==> src/rtl/cache_write_buffer.sv <==
// cache_write_buffer: write-back buffer between the cache controller and main memory.
// Captures evicted dirty words one per cycle, drains them in order over a valid/ready
// handshake, merges writes to an address already buffered, and forwards buffered
// data to line-fill reads.
// Ports:
//   clk_i, rst_i                 clock, synchronous active-high reset
//   wr_en_i/wr_addr_i/wr_data_i  push from the cache controller
//   rd_addr_i -> rd_hit_o/rd_data_o  combinational forwarding lookup
//   mem_valid_o/mem_addr_o/mem_data_o/mem_ready_i  drain handshake toward memory
//   full_o, empty_o, count_o, overflow_o           status
module cache_write_buffer #(
  parameter int unsigned DEPTH      = 8,
  parameter int unsigned ADDR_WIDTH = 32,
  parameter int unsigned DATA_WIDTH = 32
) (
  input  logic                    clk_i,
  input  logic                    rst_i,
  input  logic                    wr_en_i,
  input  logic [ADDR_WIDTH-1:0]   wr_addr_i,
  input  logic [DATA_WIDTH-1:0]   wr_data_i,
  input  logic [ADDR_WIDTH-1:0]   rd_addr_i,
  output logic                    rd_hit_o,
  output logic [DATA_WIDTH-1:0]   rd_data_o,
  output logic                    mem_valid_o,
  output logic [ADDR_WIDTH-1:0]   mem_addr_o,
  output logic [DATA_WIDTH-1:0]   mem_data_o,
  input  logic                    mem_ready_i,
  output logic                    full_o,
  output logic                    empty_o,
  output logic [$clog2(DEPTH):0]  count_o,
  output logic                    overflow_o
);

  localparam int unsigned PW = $clog2(DEPTH);
  localparam int unsigned CW = PW + 1;
  localparam int unsigned TW = ADDR_WIDTH - 2;

  logic [TW-1:0]         tag_q  [DEPTH];
  logic [DATA_WIDTH-1:0] data_q [DEPTH];
  logic [DEPTH-1:0]      valid_q;
  logic [PW-1:0]         head_q, tail_q;
  logic [CW-1:0]         count_q;
  logic                  overflow_q;

  logic [TW-1:0] wr_tag, rd_tag;
  logic          pop, alloc, drop, any_match;
  logic [PW-1:0] match_idx;
  logic          fwd_hit;
  logic [DATA_WIDTH-1:0] fwd_data;
  logic          unused_low_bits;

  assign wr_tag = wr_addr_i[ADDR_WIDTH-1:2];
  assign rd_tag = rd_addr_i[ADDR_WIDTH-1:2];
  // Byte-offset bits never participate in matching.
  assign unused_low_bits = ^{wr_addr_i[1:0], rd_addr_i[1:0]};

  assign pop = (count_q != '0) && mem_ready_i;

  // Coalesce lookup over entries that survive this cycle (a popping head does not).
  always_comb begin
    any_match = 1'b0;
    match_idx = '0;
    for (int i = 0; i < int'(DEPTH); i++) begin
      if (wr_en_i && valid_q[i] && !(pop && (PW'(i) == head_q)) && (tag_q[i] == wr_tag)) begin
        any_match = 1'b1;
        match_idx = PW'(i);
      end
    end
  end

  assign alloc = wr_en_i && !any_match && ((count_q != CW'(DEPTH)) || pop);
  assign drop  = wr_en_i && !any_match && (count_q == CW'(DEPTH)) && !pop;

  // Forwarding: a same-cycle write wins over stored data; popping head still forwards.
  always_comb begin
    fwd_hit  = 1'b0;
    fwd_data = '0;
    for (int i = 0; i < int'(DEPTH); i++) begin
      if (valid_q[i] && (tag_q[i] == rd_tag)) begin
        fwd_hit  = 1'b1;
        fwd_data = data_q[i];
      end
    end
    if (wr_en_i && (wr_tag == rd_tag)) begin
      fwd_hit  = 1'b1;
      fwd_data = wr_data_i;
    end
  end

  assign rd_hit_o  = fwd_hit;
  assign rd_data_o = fwd_data;

  // Pointer, occupancy and sticky overflow state.
  always_ff @(posedge clk_i) begin
    if (rst_i) begin
      head_q     <= '0;
      tail_q     <= '0;
      count_q    <= '0;
      valid_q    <= '0;
      overflow_q <= 1'b0;
    end else begin
      if (pop) begin
        valid_q[head_q] <= 1'b0;
        head_q          <= head_q + PW'(1);
      end
      // Placed after the pop so a full-buffer alloc into the freed slot stays valid.
      if (alloc) begin
        valid_q[tail_q] <= 1'b1;
        tail_q          <= tail_q + PW'(1);
      end
      count_q <= count_q + CW'(alloc) - CW'(pop);
      if (drop) overflow_q <= 1'b1;
    end
  end

  // Entry storage; contents are don't-care until marked valid.
  always_ff @(posedge clk_i) begin
    if (any_match) data_q[match_idx] <= wr_data_i;
    if (alloc) begin
      tag_q[tail_q]  <= wr_tag;
      data_q[tail_q] <= wr_data_i;
    end
  end

  assign mem_valid_o = (count_q != '0);
  assign mem_addr_o  = mem_valid_o ? {tag_q[head_q], 2'b00} : '0;
  assign mem_data_o  = mem_valid_o ? data_q[head_q] : '0;
  assign full_o      = (count_q == CW'(DEPTH));
  assign empty_o     = (count_q == '0);
  assign count_o     = count_q;
  assign overflow_o  = overflow_q;

endmodule

==> config.mk <==
export PLATFORM = sky130hd
export DESIGN_NAME = cache_write_buffer
export DESIGN_NICKNAME = d
export VERILOG_FILES = /design/src/rtl/cache_write_buffer.sv
export SDC_FILE = /design/constraint.sdc
export NUM_CORES = 1
export LEC_CHECK = 0
export CORE_MARGIN = 1
export CORE_UTILIZATION = 55
export CTS_BUF_LIST = sky130_fd_sc_hd__clkbuf_16
export DETAILED_ROUTE_END_ITERATION = 6
export GPL_TIMING_DRIVEN = 1
export PLACE_DENSITY = 0.85
export SLEW_MARGIN = 20
export SYNTH_ARGS = -nofsm -noshare
export SYNTH_HDL_FRONTEND = slang
export SYNTH_SLANG_ARGS = --single-unit
==> constraint.sdc <==
create_clock -name clk_i -period 6.6 [get_ports clk_i]
set_input_delay 1.32 -clock clk_i [delete_from_list [all_inputs] [get_ports clk_i]]
set_output_delay 1.32 -clock clk_i [all_outputs]
set_load 0.01 [all_outputs]
; After elaboration in Yosys (flattened, before gate mapping)
; Memory sizes are Yosys's and may differ from the RTL's. A register that Yosys moved wholly into a read port is not among the register bits.
; Index checks and enable logic that the tools add are counted.
; Widths: inputs -> output; s select.
[totals]
reg_bits = 19
mem_bits_rw = 496
in_bits = 100
output_inout_bits = 105
word_cells = 160
memories = 2
[op_classes]
add_sub_neg = 4
magnitude_cmp = 4
eq_ne = 26
muxes = 53
bitwise = 3
n_reduce_logical = 63
[memory_table]
columns = memory, depth, word_bits, rd, rd_clocked_by_memory_dff, wr, line_no
row1 = data_q, 8, 32, 9, 1, 1, 39  ; logic [DATA_WIDTH-1:0] data_q [DEPTH];
row2 = tag_q, 8, 30, 9, 1, 1, 38  ; logic [TW-1:0] tag_q [DEPTH];
[op_table]
columns = cell, n
row1 = $eq 30x30->1, 17
row2 = $mux 32, 12
row3 = $logic_and 1x1->1, 48
row4 = $mux 3, 11
row5 = $reduce_or 32->1, 1
row6 = $mux 1, 25
row7 = $mux 8, 3
row8 = $eq 3x3->1 const A, 4
row9 = $logic_not 1->1, 10
row10 = $and 8x8->8, 1
row11 = $lt 3x4->1 const B, 2
row12 = $not 8->8, 1
row13 = $or 8x8->8, 1
row14 = $add 3x1->3 const B, 2
row15 = $demux 1 s3, 2
row16 = $eq 2x3->1 const A, 2
row17 = $ge 3x1->1 const B, 2
row18 = $add 4x1->4, 1
row19 = $eq 4x4->1 const B, 1
row20 = $logic_not 4->1, 1
row21 = $ne 4x4->1 const B, 1
row22 = $reduce_bool 4->1, 1
row23 = $sub 4x1->4, 1
row24 = $eq 1x3->1 const A, 1
row25 = 2 further kinds, 2

; Logic depth before layout (Yosys ltp)
; Gate-level depths: netlist of the first run.
[logic_depth]
ltp_word = 21
mapped_depth = 17
depth_no_buf = 15

; Least setup slack after synthesis of the first run
; Ideal clock, no wire load.
[synth_path]
path_kind = input-to-reg
from = in wr_addr_i[14]
to = mem data_q[1][0], enable pin
t_arrival_ns = 5.071
t_required_ns = 6.139
slack_ns = 1.068
stages = 9
path_buffers = 1
cell_sequence = buf_2 xor2_1 nor4_1 nand4_1 nor4b_1 nand4b_1 nor3_4 mux2i_1 nor3_1
[synth_via]
elab_chain_cells = 17
word_cells_on_any_way = 41
cone_classes = eq/ne: 8 / mux: 21 / reduce/logical: 12
[synth_rtl]
columns = item, line_no
row1 = start: declaration, 19  ; input logic [ADDR_WIDTH-1:0] wr_addr_i,
row2 = $eq 30x30->1, 64  ; if (wr_en_i && valid_q[i] && !(pop && (PW'(i) == head_q)) && (tag_q[i] == wr_tag)) begin
row3 = $logic_and 1x1->1, 64
row4 = $mux 1 (8 in a row), 64
row5 = $logic_not 1->1, 71  ; assign alloc = wr_en_i && !any_match && ((count_q != CW'(DEPTH)) || pop);
row6 = $logic_and 1x1->1 (2 in a row), 71
row7 = $mux 1, 119  ; if (alloc) begin
row8 = $mux 1 (implied by the code), 121  ; data_q[tail_q] <= wr_data_i;
row9 = $reduce_or 32->1 (no line), --
row10 = $mux 3 (no line) / $mux 1 (equally long branches), --
row11 = end: declaration, 39
; Several ways; a longest one is shown, not always the timed one.

; Worst setup path in the final report of the first run
[layout_path]
from = in rd_addr_i[9]
to = out rd_data_o[1]
[layout_via]
elab_chain_cells = 11
word_cells_on_any_way = 27
cone_classes = eq/ne: 9 / mux: 9 / reduce/logical: 9
[layout_rtl]
columns = item, line_no
row1 = start: declaration, 21  ; input logic [ADDR_WIDTH-1:0] rd_addr_i,
row2 = $eq 30x30->1, 79  ; if (valid_q[i] && (tag_q[i] == rd_tag)) begin
row3 = $logic_and 1x1->1, 79
row4 = $mux 32 (8 in a row), 79
row5 = $mux 32 *, 84  ; if (wr_en_i && (wr_tag == rd_tag)) begin
row6 = end: declaration, 23  ; output logic [DATA_WIDTH-1:0] rd_data_o,
; Mark *: on every way between the ends. The rest lies on a longest branch, timed or not.

==> reports/qor.csv, run 1 <==
stage,metric,value,unit
placement,I/O Buffers,198,
min_path,worst hold start,overflow_o,
placement,RePlAce Congestion,1.07,
floorplan,core box area,53900,sq um
sta,RSZ-0062 raised after global routing,false,
min_path,Worst Hold Class,flip-flop to flip-flop,
synthesis,Synth area leaders,"edfxtp_1 (50%), mux4_2 (9.3%), xnor2_1 (8.0%)",
setup_path,CP Capture Type,output pin,
synthesis,top-count cell post-synth,edfxtp_1,
floorplan,DIE AREA,55600,sq um
sta,Fin. Hold Viols,0,
power,sequential share of power,38.4,%
layout,share of cells above drive strength 1,17.4,%
floorplan,FP Rows,85,
clock_tree,CTS max path bufs,3,
setup_path,launch point of the worst path,rd_addr_i[9],
setup_path,Arrival @ worst endpoint,5.25,ns
synthesis,unique cell type count in the Yosys netlist,70,
layout,Register Area,15300,sq um
floorplan,initial core utilization,55.7,%
synthesis,synthesized instance count,2379,
sta,Slew @ Worst Pin,1.03,ns
setup_path,Worst EP required,5.28,ns
power,Cell Pwr Density,308,nW/um^2
layout,combined area of the multi-input logic cells,13500,sq um
synthesis,Synth warnings,0,
grt,grt total ovfl,0,
setup_path,CP max FO,37,
clock_tree,clk sinks,518,
sta,final cycle utilization of the critical path,99.6,%
layout,NumNets Final,2768,
layout,synth-to-layout area growth,18.2,%
clock_tree,CTS tree,yes,
grt,first-pass GRT wire length,162000,um
detailed_routing,Post-Route WL,116000,um
layout,Filler cells,3896,
clock_tree,Worst-path clk slew,0.06,ns
synthesis,sequential area share after synthesis,51.0,%
sta,skew final,0.0290,ns
clock_tree,Skew-Pair Late Insertion Delay,0.62,ns
sta,worst hold slack,0.584,ns
power,Max VDD drop,0.257,mV
status,status,finished clean,
sta,f_max,0.152,GHz
grt,GRT Util Overall,41.6,%
synthesis,"top cells by count, synth","edfxtp_1 (496), xnor2_1 (273), xor2_1 (243), nor2_1 (177), mux4_2 (124)",
synthesis,share of flip-flops with an asynchronous set or reset,0,%
floorplan,I/O Pins,205,
detailed_routing,DR vias,22924,
setup_path,Worst Setup Path Type,input port to output pin,
job,Max-cap violations,0,
power,P_int,7.35,mW
sta,setup TNS after final layout,0,ns
setup_path,reg-to-reg startpoint,tag_q[0][15],
grt,largest net degree at the start of global routing,64,
detailed_routing,1st-pass router iterations,6,
synthesis,mapped cell area,30100,sq um
clock_tree,H-tree levels,2,
synthesis,predominant post-synthesis flop cell,edfxtp_1,
detailed_routing,detailed-route DRC error count,0,
clock_tree,CTS Root Cell,clkbuf_16,
power,switching share of power,32.8,%
detailed_routing,Vias/cell,6.74,
sta,relative max-transition margin,31.1,%
synthesis,Syn Area/Cell,12.6,sq um
grt,number of global-route vias before repair,22016,
synthesis,area share of the largest cell type after synthesis,49.6,%
sta,min Tclk post-route,6.57,ns
synthesis,register bit count reported by yosys,518,
floorplan,die height,236,um
power,Psw,3.58,mW
clock_tree,Post-CTS Setup Repair Bufs,0,
detailed_routing,starting DRC count in detailed routing,3321,
floorplan,Die W,236,um
grt,initial antenna violation count,5,
placement,DPL Wire Length,86000,um
sta,Max Slew Vio Count,0,
synthesis,number of flops mapped to enable cells by yosys,496,
power,Logic pwr share,32.6,%
synthesis,post-synth top area cell,edfxtp_1,
detailed_routing,DR WL/cell,34.2,um
power,Pleak,12.2,nW
clock_tree,post-cts hold buffer count,0,
power,Clock power frac,29.0,%
sta,final setup fails,0,
setup_path,startpoint types,input port,
clock_tree,number of buffers created by CTS,56,
detailed_routing,Final ANT Viol Nets,0,
## final timing paths
path,to,slack (ns),cells after the start
min,overflow_o,0.58,3
max,rd_data_o[1],0.03,13
min reg2reg,overflow_o,0.58,3
max reg2reg,data_q[0][30],2.45,9
## metal layers
layer / track usage, % / wire length, um / vias to the layer above
met2: 63.0 / 51800 / 1785
met1: 57.8 / 44300 / 11484
li1: - / - / 9387
met5: 0 / 13 / -
met3: 10.2 / 14900 / 266
met4: 16.6 / 5370 / 2
## state kept, by name, summed over array words and instances (netlist names), named ones only
register / cells
valid_q: 8
overflow_o: 1
tail_q: 3
tag_q: 240
data_q: 256
count_o: 4
head_q: 3
## power groups by stage
stage	clock network (mW)	logic (mW)	registers, mW
global placement	0	3.47	4.24
global route	3.30	3.71	4.21
floorplan	0	2.05	4.03
finish	3.17	3.56	4.19
CTS	3.18	3.54	4.19
detailed placement	0	3.51	4.25
## worst max-delay path, stage by stage
cell	delay (ns)
clkdlybuf4s50_1	0.65
buf_4	0.31
xnor2_1	0.20
nand4_1	0.18
nor4_1	0.37
nand4_1	0.26
buf_12	0.27
buf_4	0.23
o22ai_1	0.20
a211o_1	0.12
o21ai_0	0.06
o32ai_1	0.39
clkdlybuf4s50_1	0.65
## what timing repair did
action	CTS	global route
endpoints found under the hold margin	0	0
resized for setup	0	4
setup endpoints to repair	0	3
## through the flow
stage	cell area [sq um]	utilization [%]	instances	setup slack (ns)	power [mW]
after floorplan	30100	-	2380	1.07	6.07
after global placement	33700	62.4	3293	0.176	7.71
after detailed placement	33700	62.4	3293	0.0621	7.76
after CTS	35500	65.8	3397	0.0580	10.9
after global routing	35500	65.9	3397	0.000560	11.2
final	35500	65.9	3400	0.0288	10.9
## kinds of logic after synthesis
family / Yosys count / synth area share (%)
buffers and inverters: 282 / 4.63
other: 1 / 0.0125
AOI/OAI and AO/OA: 259 / 5.87
adders and majority gates: 13 / 0.566
xor gates and xnor gates: 516 / 15.0
and+or+nand+nor: 582 / 10.6
DFF: 518 / 51.0
muxes: 208 / 12.2
## layout by cell type, fill, tap and decap left out, types with 13 or more instances in the layout
master,netlist,routed
edfxtp_1,496,496
xnor2_1,273,272
xor2_1,243,243
clkdlybuf4s50_1,0,196
nor2_1,177,165
buf_4,31,161
inv_1,121,129
mux4_2,124,124
nand4_1,99,99
nor4_1,98,98
o21ai_0,77,77
mux2i_1,65,65
clkbuf_16,0,56
nand2_1,46,46
nand3_1,41,41
o22ai_1,28,28
o21ai_1,24,24
a21boi_0,21,21
nand2b_1,20,20
dfxtp_1,22,19
a211o_1,18,18
buf_12,0,18
nor3b_1,17,17
or2_2,14,14
a21oi_1,14,14
a21boi_1,14,14
mux2_2,13,13
## layout make-up
type / instances / share of cell area (%)
Antenna cell: 3 / 0.0211
Clock buffer: 56 / 3.95
Clock inverter: 48 / 1.20
Inverter: 122 / 1.29
Multi-Input combinational cell: 1580 / 37.9
Sequential cell: 518 / 43.2
Tap cell: 696 / 2.45
Timing Repair Buffer: 377 / 10.0
Power figures use the tool's default switching activity.
==> run 2: changes to the inputs <==
--- a/config.mk
+++ b/config.mk
@@ -11,6 +11,7 @@
 export DETAILED_ROUTE_END_ITERATION = 6
 export GPL_TIMING_DRIVEN = 1
 export PLACE_DENSITY = 0.85
+export REMOVE_ABC_BUFFERS = 1
 export SLEW_MARGIN = 20
 export SYNTH_ARGS = -nofsm -noshare
 export SYNTH_HDL_FRONTEND = slang
==> run 2 against run 1 <==
  * Worst hold slack worse by 0.012 ns
  * Clock-buffer cell count unchanged
  * Power down 0.69%
  * Critical path depth down 1
  * Sequential share of layout area down 0.062 points
  * Largest cell class unchanged
==> reports/qor.csv, run 2 (synthesis results as in run 1) <==
stage,metric,value,unit,change
status,status,finished clean,,unchanged
power,P_int,7.31,mW,was 7.35 mW
grt,number of global-route vias before repair,22222,,was 22016
layout,final std cells w/o fill,3409,,was 3400
placement,Placement Setup Slack,0.108,ns,was 0.0621 ns
sta,setup TNS after final layout,0,ns,unchanged
setup_path,Arrival @ worst endpoint,5.24,ns,was 5.25 ns
layout,share of cells above drive strength 1,17.5,%,was 17.4%
grt,largest net degree at the start of global routing,55,,was 64
sta,Fin. Hold Viols,0,,unchanged
sta,worst hold slack,0.572,ns,was 0.584 ns
setup_path,startpoint types,input port,,unchanged
layout,NumNets Final,2777,,was 2768
clock_tree,Post-CTS Setup Repair Bufs,0,,unchanged
placement,DPL Wire Length,83300,um,was 86000 um
power,Clock power frac,28.8,%,was 29.0%
power,Cell Pwr Density,305,nW/um^2,was 308 nW/um^2
floorplan,Die W,236,um,unchanged
grt,GRT Util Overall,40.8,%,was 41.6%
setup_path,cell family with the largest share of critical-path delay,buffers and inverters,,unchanged
power,Overall Power,10.9,mW,about the same
placement,I/O Buffers,198,,unchanged
sta,min Tclk post-route,6.56,ns,was 6.57 ns
clock_tree,H-tree levels,2,,unchanged
sta,final setup fails,0,,unchanged
placement,placed cells,3303,,was 3293
setup_path,Worst Setup Path Type,input port to output pin,,unchanged
layout,"commonest non-fill, non-tap cell in the layout",edfxtp_1,,unchanged
placement,Placed Area,33800,sq um,was 33700 sq um
setup_path,CP max FO,14,,was 37
power,switching share of power,32.7,%,was 32.8%
sta,RSZ-0062 raised after global routing,false,,unchanged
detailed_routing,starting DRC count in detailed routing,3947,,was 3321
setup_path,CP Capture Type,output pin,,unchanged
grt,grt total ovfl,0,,unchanged
floorplan,DIE AREA,55600,sq um,unchanged
power,Psw,3.55,mW,was 3.58 mW
layout,Largest register FFs,256,,unchanged
clock_tree,Worst-path clk slew,0.06,ns,about the same
power,Logic pwr share,32.7,%,was 32.6%
sta,final setup margin,0.0432,ns,was 0.0288 ns
detailed_routing,1st-pass router iterations,6,,unchanged
sta,Slew @ Worst Pin,1.10,ns,was 1.03 ns
layout,design area,35600,sq um,was 35500 sq um
clock_tree,Skew-Pair Late Insertion Delay,0.63,ns,was 0.62 ns
clock_tree,CTS tree,yes,,unchanged
layout,"commonest cells after routing, fill and taps aside","edfxtp_1 (496), xnor2_1 (272), xor2_1 (243)",,unchanged
grt,initial antenna violation count,2,,was 5
setup_path,CP bufs+invs,4,,was 5
job,Max-cap violations,0,,unchanged
sta,skew final,0.0271,ns,was 0.0290 ns
layout,Reg with most FFs,data_q,,unchanged
clock_tree,CTS max path bufs,3,,unchanged
setup_path,Worst EP required,5.28,ns,about the same
detailed_routing,Vias/cell,6.71,,was 6.74
grt,first-pass GRT wire length,161000,um,was 162000 um
sta,final cycle utilization of the critical path,99.3,%,was 99.6%
floorplan,FP Rows,85,,unchanged
sta,relative max-transition margin,26.4,%,was 31.1%
layout,Filler cells,3832,,was 3896
detailed_routing,DR vias,22870,,was 22924
layout,synth-to-layout area growth,18.4,%,was 18.2%
clock_tree,clk sinks,518,,unchanged
power,Max VDD drop,0.209,mV,was 0.257 mV
power,Pleak,12.2,nW,about the same
placement,RePlAce Congestion,1.12,,was 1.07
detailed_routing,DR WL/cell,33.3,um,was 34.2 um
setup_path,Crit-path slowest cell,clkdlybuf4s50_1,,unchanged
setup_path,CP peak stage delay,0.56,ns,was 0.65 ns
floorplan,core box area,53900,sq um,unchanged
sta,f_max,0.153,GHz,was 0.152 GHz
setup_path,cells along the critical path,"clkdlybuf4s50_1, buf_4, xnor2_1, nand4_1, nor4_2, nand2_1, buf_4, nor3b_1, o21ai_1, a21boi_0, o32ai_1, clkdlybuf4s50_1",,"was clkdlybuf4s50_1, buf_4, xnor2_1, nand4_1, nor4_1, nand4_1, buf_12, buf_4, o22ai_1, a211o_1, o21ai_0, o32ai_1, clkdlybuf4s50_1"
power,sequential share of power,38.5,%,was 38.4%
detailed_routing,Post-Route WL,114000,um,was 116000 um
layout,final core utilization,66.0,%,was 65.9%
clock_tree,number of buffers created by CTS,55,,was 56
min_path,Worst Hold Class,flip-flop to flip-flop,,unchanged
detailed_routing,detailed-route DRC error count,0,,unchanged
detailed_routing,Final ANT Viol Nets,0,,unchanged
sta,Max Slew Vio Count,0,,unchanged
layout,largest registers,"data_q (256), tag_q (240), valid_q (8)",,unchanged
floorplan,I/O Pins,205,,unchanged
floorplan,die height,236,um,unchanged
clock_tree,CTS Root Cell,clkbuf_16,,unchanged
floorplan,initial core utilization,55.7,%,unchanged
==> run 2: worst paths after layout <==
check / slack (ns) / startpoint / endpoint / cells after the start
max: 0.04 / rd_addr_i[7] / rd_data_o[2] / 12
min: 0.57 / valid_q[5] / valid_q[5] / 2
max reg2reg: 2.60 / tag_q[1][14] / data_q[1][3] / 10
min reg2reg: 0.57 / valid_q[5] / valid_q[5] / 2
==> run 2: area by class of cell <==
cell class                 count  area (sq um)  area share (%)
inverter                     122           458            1.29
clock inverter                47           392            1.10
clock buffer                  56          1400            3.94
antenna                        3          7.51          0.0211
multi-input combinational   1580         13400            37.8
tap                          696           871            2.45
timing repair buffer         387          3650            10.3
sequential                   518         15300            43.1
==> run 2: worst min-delay path: stages (launching register included) <==
cell	delay [ns]
dfxtp_1	0.36
o21ai_0	0.09
o22ai_1	0.07
==> run 2: metal layers <==
| metal | routed length, um | global-route usage (%) |
|---|---|---|
| met5 | 0 | 0 |
| met2 | 52200 | 64.3 |
| met1 | 41000 | 53.7 |
| met4 | 7350 | 21.4 |
| met3 | 13000 | 8.17 |
==> run 2: timing repair <==
item,in CTS,in global routing
setup endpoints to repair,0,5
hold buffers,0,0
resized for setup,0,2
==> run 2: power by group through the flow <==
stage | Sequential, mW | Combinational, mW | Clock, mW
CTS | 4.17 | 3.53 | 3.14
finish | 4.18 | 3.56 | 3.12
detailed placement | 4.24 | 3.51 | 0
global route | 4.20 | 3.71 | 3.26
global placement | 4.22 | 3.48 | 0
floorplan | 4.27 | 1.86 | 0
